$ cat config.mk
export PLATFORM = sky130hd
export DESIGN_NAME = data_cache_flat
export DESIGN_NICKNAME = d
export VERILOG_FILES = /design/src/rtl/data_cache_if.sv /design/src/rtl/data_cache.sv /design/src/flat_wrapper.sv
export SDC_FILE = /design/constraint.sdc
export NUM_CORES = 1
export LEC_CHECK = 0
export CAP_MARGIN = 0
export CORE_MARGIN = 8
export CORE_UTILIZATION = 45
export DETAILED_ROUTE_END_ITERATION = 12
export HOLD_SLACK_MARGIN = 0.15
export SYNTH_ARGS = -nofsm -noshare
export SYNTH_HDL_FRONTEND = slang
export SYNTH_SLANG_ARGS = --single-unit
$ cat constraint.sdc
create_clock -name CLK -period 3.9 [get_ports CLK]
set_input_delay 0.78 -clock CLK [delete_from_list [all_inputs] [get_ports CLK]]
set_output_delay 0.78 -clock CLK [all_outputs]
set_load 0.05 [all_outputs]
$ cat src/rtl/data_cache_if.sv
`default_nettype none
// ============================================================================
// Module      : data_cache_if
// Description : CPU load/store port and block-memory port of the data cache.
// Revision    : 1.0 - initial release
// ============================================================================
interface data_cache_if;
    logic        READ;
    logic        WRITE;
    logic [7:0]  ADDRESS;
    logic [7:0]  WRITEDATA;
    logic [7:0]  READDATA;
    logic        BUSYWAIT;
    logic        mem_read;
    logic        mem_write;
    logic [5:0]  mem_address;
    logic [31:0] mem_writedata;
    logic [31:0] mem_readdata;
    logic        mem_busywait;

    // Cache view: responder towards the CPU, initiator towards memory.
    modport slave (
        input  READ, WRITE, ADDRESS, WRITEDATA, mem_readdata, mem_busywait,
        output READDATA, BUSYWAIT, mem_read, mem_write, mem_address, mem_writedata
    );

    // Environment view: the CPU and the block memory together.
    modport master (
        output READ, WRITE, ADDRESS, WRITEDATA, mem_readdata, mem_busywait,
        input  READDATA, BUSYWAIT, mem_read, mem_write, mem_address, mem_writedata
    );
endinterface
`default_nettype wire

$ cat src/rtl/data_cache.sv
`default_nettype none
// ============================================================================
// Module      : data_cache
// Description : Direct-mapped write-back/write-allocate cache, 8 lines x 4 B.
// Revision    : 1.0 - initial release
// ============================================================================
module data_cache (
    input  logic         CLK,
    input  logic         RESET,
    data_cache_if.slave  bus
);
    localparam logic [1:0] c_IDLE      = 2'd0;
    localparam logic [1:0] c_MEM_WRITE = 2'd1;
    localparam logic [1:0] c_MEM_READ  = 2'd2;
    localparam logic [1:0] c_UPDATE    = 2'd3;

    logic [1:0]  r_state;
    logic        r_seen_busy;
    logic [7:0]  r_valid;
    logic [7:0]  r_dirty;
    logic [2:0]  r_tag  [8];
    logic [31:0] r_data [8];
    logic [31:0] r_fill;

    logic [2:0]  w_tag;
    logic [2:0]  w_index;
    logic [1:0]  w_offset;
    logic        w_req;
    logic        w_store;
    logic        w_hit;
    logic        w_mem_done;

    assign w_tag      = bus.ADDRESS[7:5];
    assign w_index    = bus.ADDRESS[4:2];
    assign w_offset   = bus.ADDRESS[1:0];
    assign w_req      = bus.READ | bus.WRITE;
    // READ and WRITE together is treated as a store.
    assign w_store    = bus.WRITE;
    assign w_hit      = r_valid[w_index] && (r_tag[w_index] == w_tag);
    // Done only once busy has been observed high in the current memory state.
    assign w_mem_done = r_seen_busy && !bus.mem_busywait;

    always_ff @(posedge CLK) begin
        if (RESET) begin
            r_state     <= c_IDLE;
            r_seen_busy <= 1'b0;
        end else begin
            case (r_state)
                c_IDLE: begin
                    r_seen_busy <= 1'b0;
                    if (w_req && !w_hit) begin
                        r_state <= (r_valid[w_index] && r_dirty[w_index]) ? c_MEM_WRITE : c_MEM_READ;
                    end
                end
                c_MEM_WRITE, c_MEM_READ: begin
                    if (bus.mem_busywait) begin
                        r_seen_busy <= 1'b1;
                    end else if (r_seen_busy) begin
                        r_seen_busy <= 1'b0;
                        r_state     <= (r_state == c_MEM_WRITE) ? c_MEM_READ : c_UPDATE;
                    end
                end
                c_UPDATE: begin
                    r_state <= c_IDLE;
                end
                default: begin
                    r_state <= c_IDLE;
                end
            endcase
        end
    end

    always_ff @(posedge CLK) begin
        if ((r_state == c_MEM_READ) && w_mem_done) begin
            r_fill <= bus.mem_readdata;
        end
    end

    always_ff @(posedge CLK) begin
        if (RESET) begin
            r_valid <= 8'd0;
            r_dirty <= 8'd0;
        end else if (r_state == c_UPDATE) begin
            r_valid[w_index] <= 1'b1;
            r_dirty[w_index] <= 1'b0;
        end else if ((r_state == c_IDLE) && w_store && w_hit) begin
            r_dirty[w_index] <= 1'b1;
        end
    end

    // Tag and data arrays carry no reset; validity alone qualifies them.
    always_ff @(posedge CLK) begin
        if (!RESET) begin
            if (r_state == c_UPDATE) begin
                r_tag[w_index]  <= w_tag;
                r_data[w_index] <= r_fill;
            end else if ((r_state == c_IDLE) && w_store && w_hit) begin
                r_data[w_index][{w_offset, 3'b000} +: 8] <= bus.WRITEDATA;
            end
        end
    end

    assign bus.READDATA = r_data[w_index][{w_offset, 3'b000} +: 8];
    assign bus.BUSYWAIT = (r_state != c_IDLE) || (w_req && !w_hit);
    assign bus.mem_read  = (r_state == c_MEM_READ);
    assign bus.mem_write = (r_state == c_MEM_WRITE);

    always_comb begin
        bus.mem_address   = 6'd0;
        bus.mem_writedata = 32'd0;
        case (r_state)
            c_MEM_WRITE: begin
                bus.mem_address   = {r_tag[w_index], w_index};
                bus.mem_writedata = r_data[w_index];
            end
            c_MEM_READ: begin
                bus.mem_address   = {w_tag, w_index};
            end
            default: begin
                bus.mem_address   = 6'd0;
                bus.mem_writedata = 32'd0;
            end
        endcase
    end
endmodule
`default_nettype wire

$ cat src/flat_wrapper.sv
// flat-port wrapper written by rule: the top's interface ports become plain ports
module data_cache_flat 
  (CLK, RESET, bus_READ, bus_WRITE, bus_ADDRESS, bus_WRITEDATA, bus_mem_readdata, bus_mem_busywait, bus_READDATA, bus_BUSYWAIT, bus_mem_read, bus_mem_write, bus_mem_address, bus_mem_writedata);
  data_cache_if bus_i ();
  input  logic CLK;
  input  logic RESET;
  input wire logic [$bits(bus_i.READ)-1:0] bus_READ;
  input wire logic [$bits(bus_i.WRITE)-1:0] bus_WRITE;
  input wire logic [$bits(bus_i.ADDRESS)-1:0] bus_ADDRESS;
  input wire logic [$bits(bus_i.WRITEDATA)-1:0] bus_WRITEDATA;
  input wire logic [$bits(bus_i.mem_readdata)-1:0] bus_mem_readdata;
  input wire logic [$bits(bus_i.mem_busywait)-1:0] bus_mem_busywait;
  output wire logic [$bits(bus_i.READDATA)-1:0] bus_READDATA;
  output wire logic [$bits(bus_i.BUSYWAIT)-1:0] bus_BUSYWAIT;
  output wire logic [$bits(bus_i.mem_read)-1:0] bus_mem_read;
  output wire logic [$bits(bus_i.mem_write)-1:0] bus_mem_write;
  output wire logic [$bits(bus_i.mem_address)-1:0] bus_mem_address;
  output wire logic [$bits(bus_i.mem_writedata)-1:0] bus_mem_writedata;
  assign bus_i.READ = bus_READ;
  assign bus_i.WRITE = bus_WRITE;
  assign bus_i.ADDRESS = bus_ADDRESS;
  assign bus_i.WRITEDATA = bus_WRITEDATA;
  assign bus_i.mem_readdata = bus_mem_readdata;
  assign bus_i.mem_busywait = bus_mem_busywait;
  assign bus_READDATA = bus_i.READDATA;
  assign bus_BUSYWAIT = bus_i.BUSYWAIT;
  assign bus_mem_read = bus_i.mem_read;
  assign bus_mem_write = bus_i.mem_write;
  assign bus_mem_address = bus_i.mem_address;
  assign bus_mem_writedata = bus_i.mem_writedata;
  data_cache u_core (.CLK(CLK), .RESET(RESET), .bus(bus_i));
endmodule
# After elaboration in Yosys (flattened, before gate mapping)
# Memory sizes are Yosys's and may differ from the RTL's.
# Cells that the tools add are included.
[op_classes] addsub=1 order_cmp=2 n_eq_ne=7 n_shift=3 muxes=57 bitwise=37 n_reduce_logical=17
[op_table] cell="32-bit 2-to-1 mux" n=2
[op_table] cell="1-bit 2-to-1 mux" n=43
[op_table] cell="1-bit bitwise OR" n=33
[op_table] cell="8-bit by 7-bit variable shift with 32-bit output (first input constant)" n=1
[op_table] cell="32-bit by 6-bit indexed part select with 8-bit output" n=1
[op_table] cell="8-bit by 7-bit indexed part select with 32-bit output" n=1
[op_table] cell="8-bit 2-to-1 mux" n=2
[op_table] cell="8-bit bitwise OR" n=2
[op_table] cell="6-bit case mux with 2 select lines" n=1
[op_table] cell="8-bit bitwise AND" n=1
[op_table] cell="1-bit logical AND" n=8
[op_table] cell="2-bit 2-to-1 mux" n=4
[op_table] cell="8-bit NOT" n=1
[op_table] cell="5-bit negation with 7-bit output" n=1
[op_table] cell="1-bit binary-select mux with 3-bit select" n=2
[op_table] cell="2-bit case mux with 3 select lines" n=1
[op_table] cell="2-bit nonzero test" n=3
[op_table] cell="2-bit equality test (second input constant)" n=2
[op_table] cell="3-bit by 4-bit < comparator with 1-bit output (second input constant)" n=1
[op_table] cell="2-bit by 1-bit != test with 1-bit output (second input constant)" n=2
[op_table] cell="1-bit demux with 3-bit select" n=1
[op_table] cell="3-bit equality test" n=1
[op_table] cell="3-bit by 1-bit >= comparator with 1-bit output (second input constant)" n=1
[op_table] cell="3-bit AND reduction" n=1
[op_table] cell="other kinds (7)" n=8
[totals] reg_bits=51 ramBits=280 output_inout_bits=49 word_cells=131 memories=2
[memory_table] name="u_core.r_data" words=8 word_bits=32 rd=1 rd_ports_with_merged_regs=0 wr=1 line="data_cache.sv:22" source="logic [31:0] r_data [8];"
[memory_table] name="u_core.r_tag" words=8 word_bits=3 rd=1 rd_ports_with_merged_regs=0 wr=1 line="data_cache.sv:21" source="logic [2:0] r_tag [8];"

# Logic depth before layout (Yosys ltp)
[logic_depth] word_depth=9 depth_mapped=11 mapped_depth_nobuf=6

# Worst setup path after synthesis
# No wires, ideal clock.
[synth_timing] path_kind="input to output" startpoint="input port bus_ADDRESS[2]" endpoint="output port bus_mem_address[5]" arrival_ps=2906 required_ps=3120 setup_slack_ps=214 path_stages=6 n_path_buf=2 path_cell_list="buf_6 buf_8 mux2i_1 mux4_2 nand2b_1 a21boi_0"
[synth_via] elab_chain_len=2
[synth_lines] element="start: declaration" line="flat_wrapper.sv:9" source="input wire logic [$bits(bus_i.ADDRESS)-1:0] bus_ADDRESS;"
[synth_lines] element="memory 8 x 3 bit"
[synth_lines] element="6-bit case mux with 2 select lines" line="data_cache.sv:111" source="case (r_state)"
[synth_lines] element="end: declaration" line="flat_wrapper.sv:17" source="output wire logic [$bits(bus_i.mem_address)-1:0] bus_mem_address;"
# No other way between the ends.

# Worst setup path in the final report
[layout_timing] startpoint="input port bus_ADDRESS[4]" endpoint="output port bus_READDATA[1]"
[layout_via] elab_chain_len=2
[layout_lines] element="memory 8 x 32 bit"
[layout_lines] element="32-bit by 6-bit indexed part select with 8-bit output" line="data_cache.sv:103" source="assign bus.READDATA = r_data[w_index][{w_offset, 3'b000} +: 8];"
[layout_lines] element="end: declaration" line="flat_wrapper.sv:13" source="output wire logic [$bits(bus_i.READDATA)-1:0] bus_READDATA;"
# No other way between the ends.

==> metrics.md <==
| Metric | Value |
|---|---|
| Avg WL per Cell | `24.5 um` |
| Skew final | `0.0219 ns` |
| Post-Syn Area | `about 14000 um2` |
| I/O pin cnt | `around 100` |
| Die height | `193 um` |
| WP buf/inv | `4` |
| Hpwl dp | `28800 um` |
| Area after DPL | `17200 um2` |
| Hold Fails Final Rpt | `0` |
| Die area | `37200 um2` |
| Distinct cells, synth | `54` |
| CTS tree | `built` |
| Post-Route Utilization | `60.5%` |
| Critical Path AT | `between 2 and 3 ns` |
| Clk buf depth | `3` |
| Syn Inst Count | `948` |
| Worst Reg-to-Reg Cells | `8` |
| Global-route wire length before repair | `approximately 60000 um` |
| Row count | `between 60 and 70` |
| Hold_sp | `u_core.r_valid[2]$_SDFFE_PP0N_` |
| Worst-margin pin slew | `approximately 0.96 ns` |
| Outcome | `finished clean` |
| RSZ-0062 raised after global routing | `false` |
| Int Power | `6.36 mW` |
| Antenna violation net count after detailed routing | `0` |
| Share of layout cells above drive strength 1 | `27.8%` |
| Synthesized area per cell | `between 10 and 15 um2` |
| Maximum fanout along the worst path | `10` |
| P_sw | `between 1.5 and 2 mW` |
| Seq pwr share | `46.9%` |
| Post-Synth XOR/XNOR Area | `0.0622%` |
| Dominant register cell in the synthesized netlist | `edfxtp_1` |
| Placed cells | `roughly 1600` |
| Final Cycle Share | `a little over nine tenths` |
| Grt ovf | `0` |
| Register bit count reported by yosys | `~330` |
| R2R Path End | `u_core.r_data[6][22]$_DFFE_PP_` |
| Leak | `approximately 6.7 nW` |
| Drt initial violations | `about 1000` |
| Routed vias/inst | `5.57` |
| Post-synthesis simple-gate area fraction | `approximately 7.4%` |
| R2R setup slack | `roughly 1.2 ns` |
| H-tree levels | `2` |
| Slew Viols, Final | `0` |
| Initial core utilization | `between 40 and 50%` |
| CP Launch Type | `input pin` |
| Area delta synth->final | `31.8%` |
| Post-Synth Adder-Cell Area | `less than 1%` |
| Largest family of logic cells by synthesized area | `multiplexers` |
| Post-synthesis sequential area ratio | `69.3%` |
| Worst endpoint required time | `between 3 and 4 ns` |
| Sw frac | `a little under a quarter` |
| Die Wd | `approximately 190 um` |
| Final setup TNS | `0 ns` |
| Worst-Skew Late Latency | `roughly 0.52 ns` |
| Maxcap violations | `0` |
| CP cell instances | `clkbuf_2 -> bufbuf_16 -> nand2_1 -> nor2_1 -> buf_4 -> a22o_1 -> a221oi_2 -> o221ai_2 -> mux4_2 -> buf_12` |
| Core ar. | `slightly above 30000 um2` |
| Fin cells | `around 1600` |
| Diodes inserted | `0` |
| GRT Total Usage | `21.7%` |
| Nets | `1275` |
| Antenna violations before repair | `1` |
| Vias in the first global route | `between 9000 and 10000` |
| VDD IR-drop max | `around 0.33 mV` |
| YS warnings | `0` |
| Slew headroom | `a little over a third` |
| Largest net degree at the start of global routing | `42` |
| Synth Net Count | `a little over 1000` |
| Ys async rst share | `0%` |
| Pwr Total | `8.31 mW` |
| CTS Hold Buffers Added | `0` |
| Clock share of power | `roughly two fifths` |
| TritonRoute pass-1 iters | `8` |
| Hold path cells | `2` |
| Crit Path Class | `input pin to output pin` |
| I/O Buffers | `just over 100` |
| P per Cell Area | `448 nW/um2` |
| Hold path endpoint | `u_core.r_valid[2]$_SDFFE_PP0N_` |
| Fill cells | `around 2300` |
| Sink Count | `331` |
| Via count | `just over 9000` |
| Final wirelength | `about 40000 um` |
| Compound-cell area share of the yosys netlist | `9.13%` |
| CTS root buffer | `clkbuf_16` |
| Start of the worst register-to-register path | `u_core.r_tag[2][2]$_DFFE_PP_` |
| Min-delay worst type | `flop to flop` |
| Combinational power share | `about an eighth` |
| Top Family by Delay on Critical Path | `buffers and inverters` |
| Slowest CP cell | `mux4_2` |
| Clock transition at path regs | `approximately 0.06 ns` |
| GP Congestion | `between 0.8 and 0.9` |
| Number of flops mapped to enable cells by yosys | `312` |
| Fin crit period | `between 3 and 4 ns` |
| CTS buffer count | `35` |
| CP max stage delay | `~0.57 ns` |
| CP Capture Type | `output pin` |
| Design Area, Final | `18500 um2` |
| Achievable frequency | `approximately 0.27 GHz` |
| Post-synthesis mux area share | `under 10%` |
| Residual DRC | `0` |
| Setup violators final | `0` |
## power groups by stage
| stage | Combinational (mW) | Clock (mW) | Sequential [mW] |
|---|---|---|---|
| floorplan | 0.542 | 0 | 3.97 |
| global placement | 1.08 | 0 | 3.97 |
| detailed placement | 1.08 | 0 | 3.97 |
| CTS | 1.10 | 3.35 | 3.89 |
| global route | 1.17 | 3.50 | 3.89 |
| finish | 1.11 | 3.31 | 3.89 |
## synthesized netlist by cell type (7+ instances only)
library cell | n | area share [%]
o221ai_1 | 14 | 0.87
ha_1 | 10 | 0.89
clkbuf_1 | 29 | 0.77
a221oi_1 | 15 | 0.93
nor2_1 | 59 | 1.6
mux4_2 | 16 | 2.6
a221o_1 | 8 | 0.57
o21ai_0 | 9 | 0.32
buf_2 | 14 | 0.50
dfxtp_1 | 19 | 2.7
a22o_1 | 20 | 1.2
inv_1 | 37 | 0.99
edfxtp_1 | 312 | 67
a21oi_1 | 70 | 2.5
nand2_1 | 56 | 1.5
nand2b_1 | 7 | 0.31
mux2_2 | 8 | 0.64
nor3_1 | 12 | 0.43
a22oi_1 | 21 | 1.1
and2_1 | 38 | 1.7
mux2i_1 | 93 | 6.6
## registers in the layout (all words and copies together) (netlist names), named ones only
name	count
u_core.r_data	256
u_core.r_fill	32
u_core.r_seen_busy	1
u_core.r_state	2
u_core.r_tag	24
u_core.r_valid	8
## logic make-up (layout without fill, tap and decap cells)
kind of cell,Yosys count,after routing
XOR/XNOR,1,1
adder cells (fa/ha/maj),10,10
flip-flops,331,331
AO/OA/AOI/OAI,185,185
AND/OR/NAND/NOR,205,205
buffers and inverters,99,389
multiplexers,117,117
## cells in the final DEF, fill, tap and decap left out, types with 7 or more instances in the layout
master and instances:
clkdlybuf4s50_1 53, dfxtp_1 19, a22oi_1 21, and2_1 39
clkinv_2 8, nand2_1 55, a21oi_1 70, clkbuf_16 37
ha_1 10, edfxtp_1 312, clkbuf_1 7, o21ai_0 8
inv_1 37, nor3_1 12, mux4_2 16, nor2_1 57
mux2i_1 93, a22o_1 20, a221o_1 8, o221ai_1 7
a221oi_1 11, buf_12 61, buf_4 169, mux2_2 8
o221ai_2 7
## cell type report
class                           instances  area (um2)  share of cell area [%]
Inverter                               40         150                   0.810
Timing Repair Buffer                  286        3070                    16.5
Sequential cell                       331        9750                    52.6
Multi-Input combinational cell        518        3940                    21.2
Clock inverter                         19         194                    1.05
Clock buffer                           44         952                    5.13
Tap cell                              396         495                    2.67
## per-layer routing
layer  up-vias  GRT usage [%]  share of wire [%]
met5         -              0              0.025
met4         2           7.20                3.0
met3        76           5.78                9.9
met2       470           33.5                 45
met1      4392           29.5                 42
li1       4163              -                  -
## worst max path at each step
stage | depth (start not counted) | slack, ns | start | endpoint
floorplan | 6 | 0.21 | bus_ADDRESS[2] | bus_mem_address[5]
global placement | 10 | -0.20 | bus_ADDRESS[4] | bus_READDATA[1]
detailed placement | 9 | -0.24 | bus_ADDRESS[4] | u_core.r_data[1][17]$_DFFE_PP_
CTS | 10 | 0.004 | bus_ADDRESS[4] | bus_READDATA[7]
global route | 8 | 0.11 | bus_ADDRESS[3] | bus_READDATA[1]
finish | 10 | 0.21 | bus_ADDRESS[4] | bus_READDATA[1]
## per-stage QoR
step	hold WS [ns]	worst slack, ns
after floorplan	0.431	0.214
after global placement	0.442	-0.202
after detailed placement	0.456	-0.237
after CTS	0.472	0.00390
after global routing	0.491	0.106
final	0.472	0.205
## worst reg2reg max path: cells and delay by family (launching register included)
kind	cells	cell delay, ns
buf+inv	2	0.38
flops	1	0.34
xor+xnor	1	0.19
mux	2	0.58
compound gates	2	0.38
simple gates	1	0.52
## timing repair
action / in CTS / in global routing
pin swaps: 2 / 0
gates cloned: 1 / 0
endpoints found under the setup margin: 12 / 8
resized for setup: 13 / 8
buffers inserted: 5 / 2
Power figures use the tool's default switching activity.
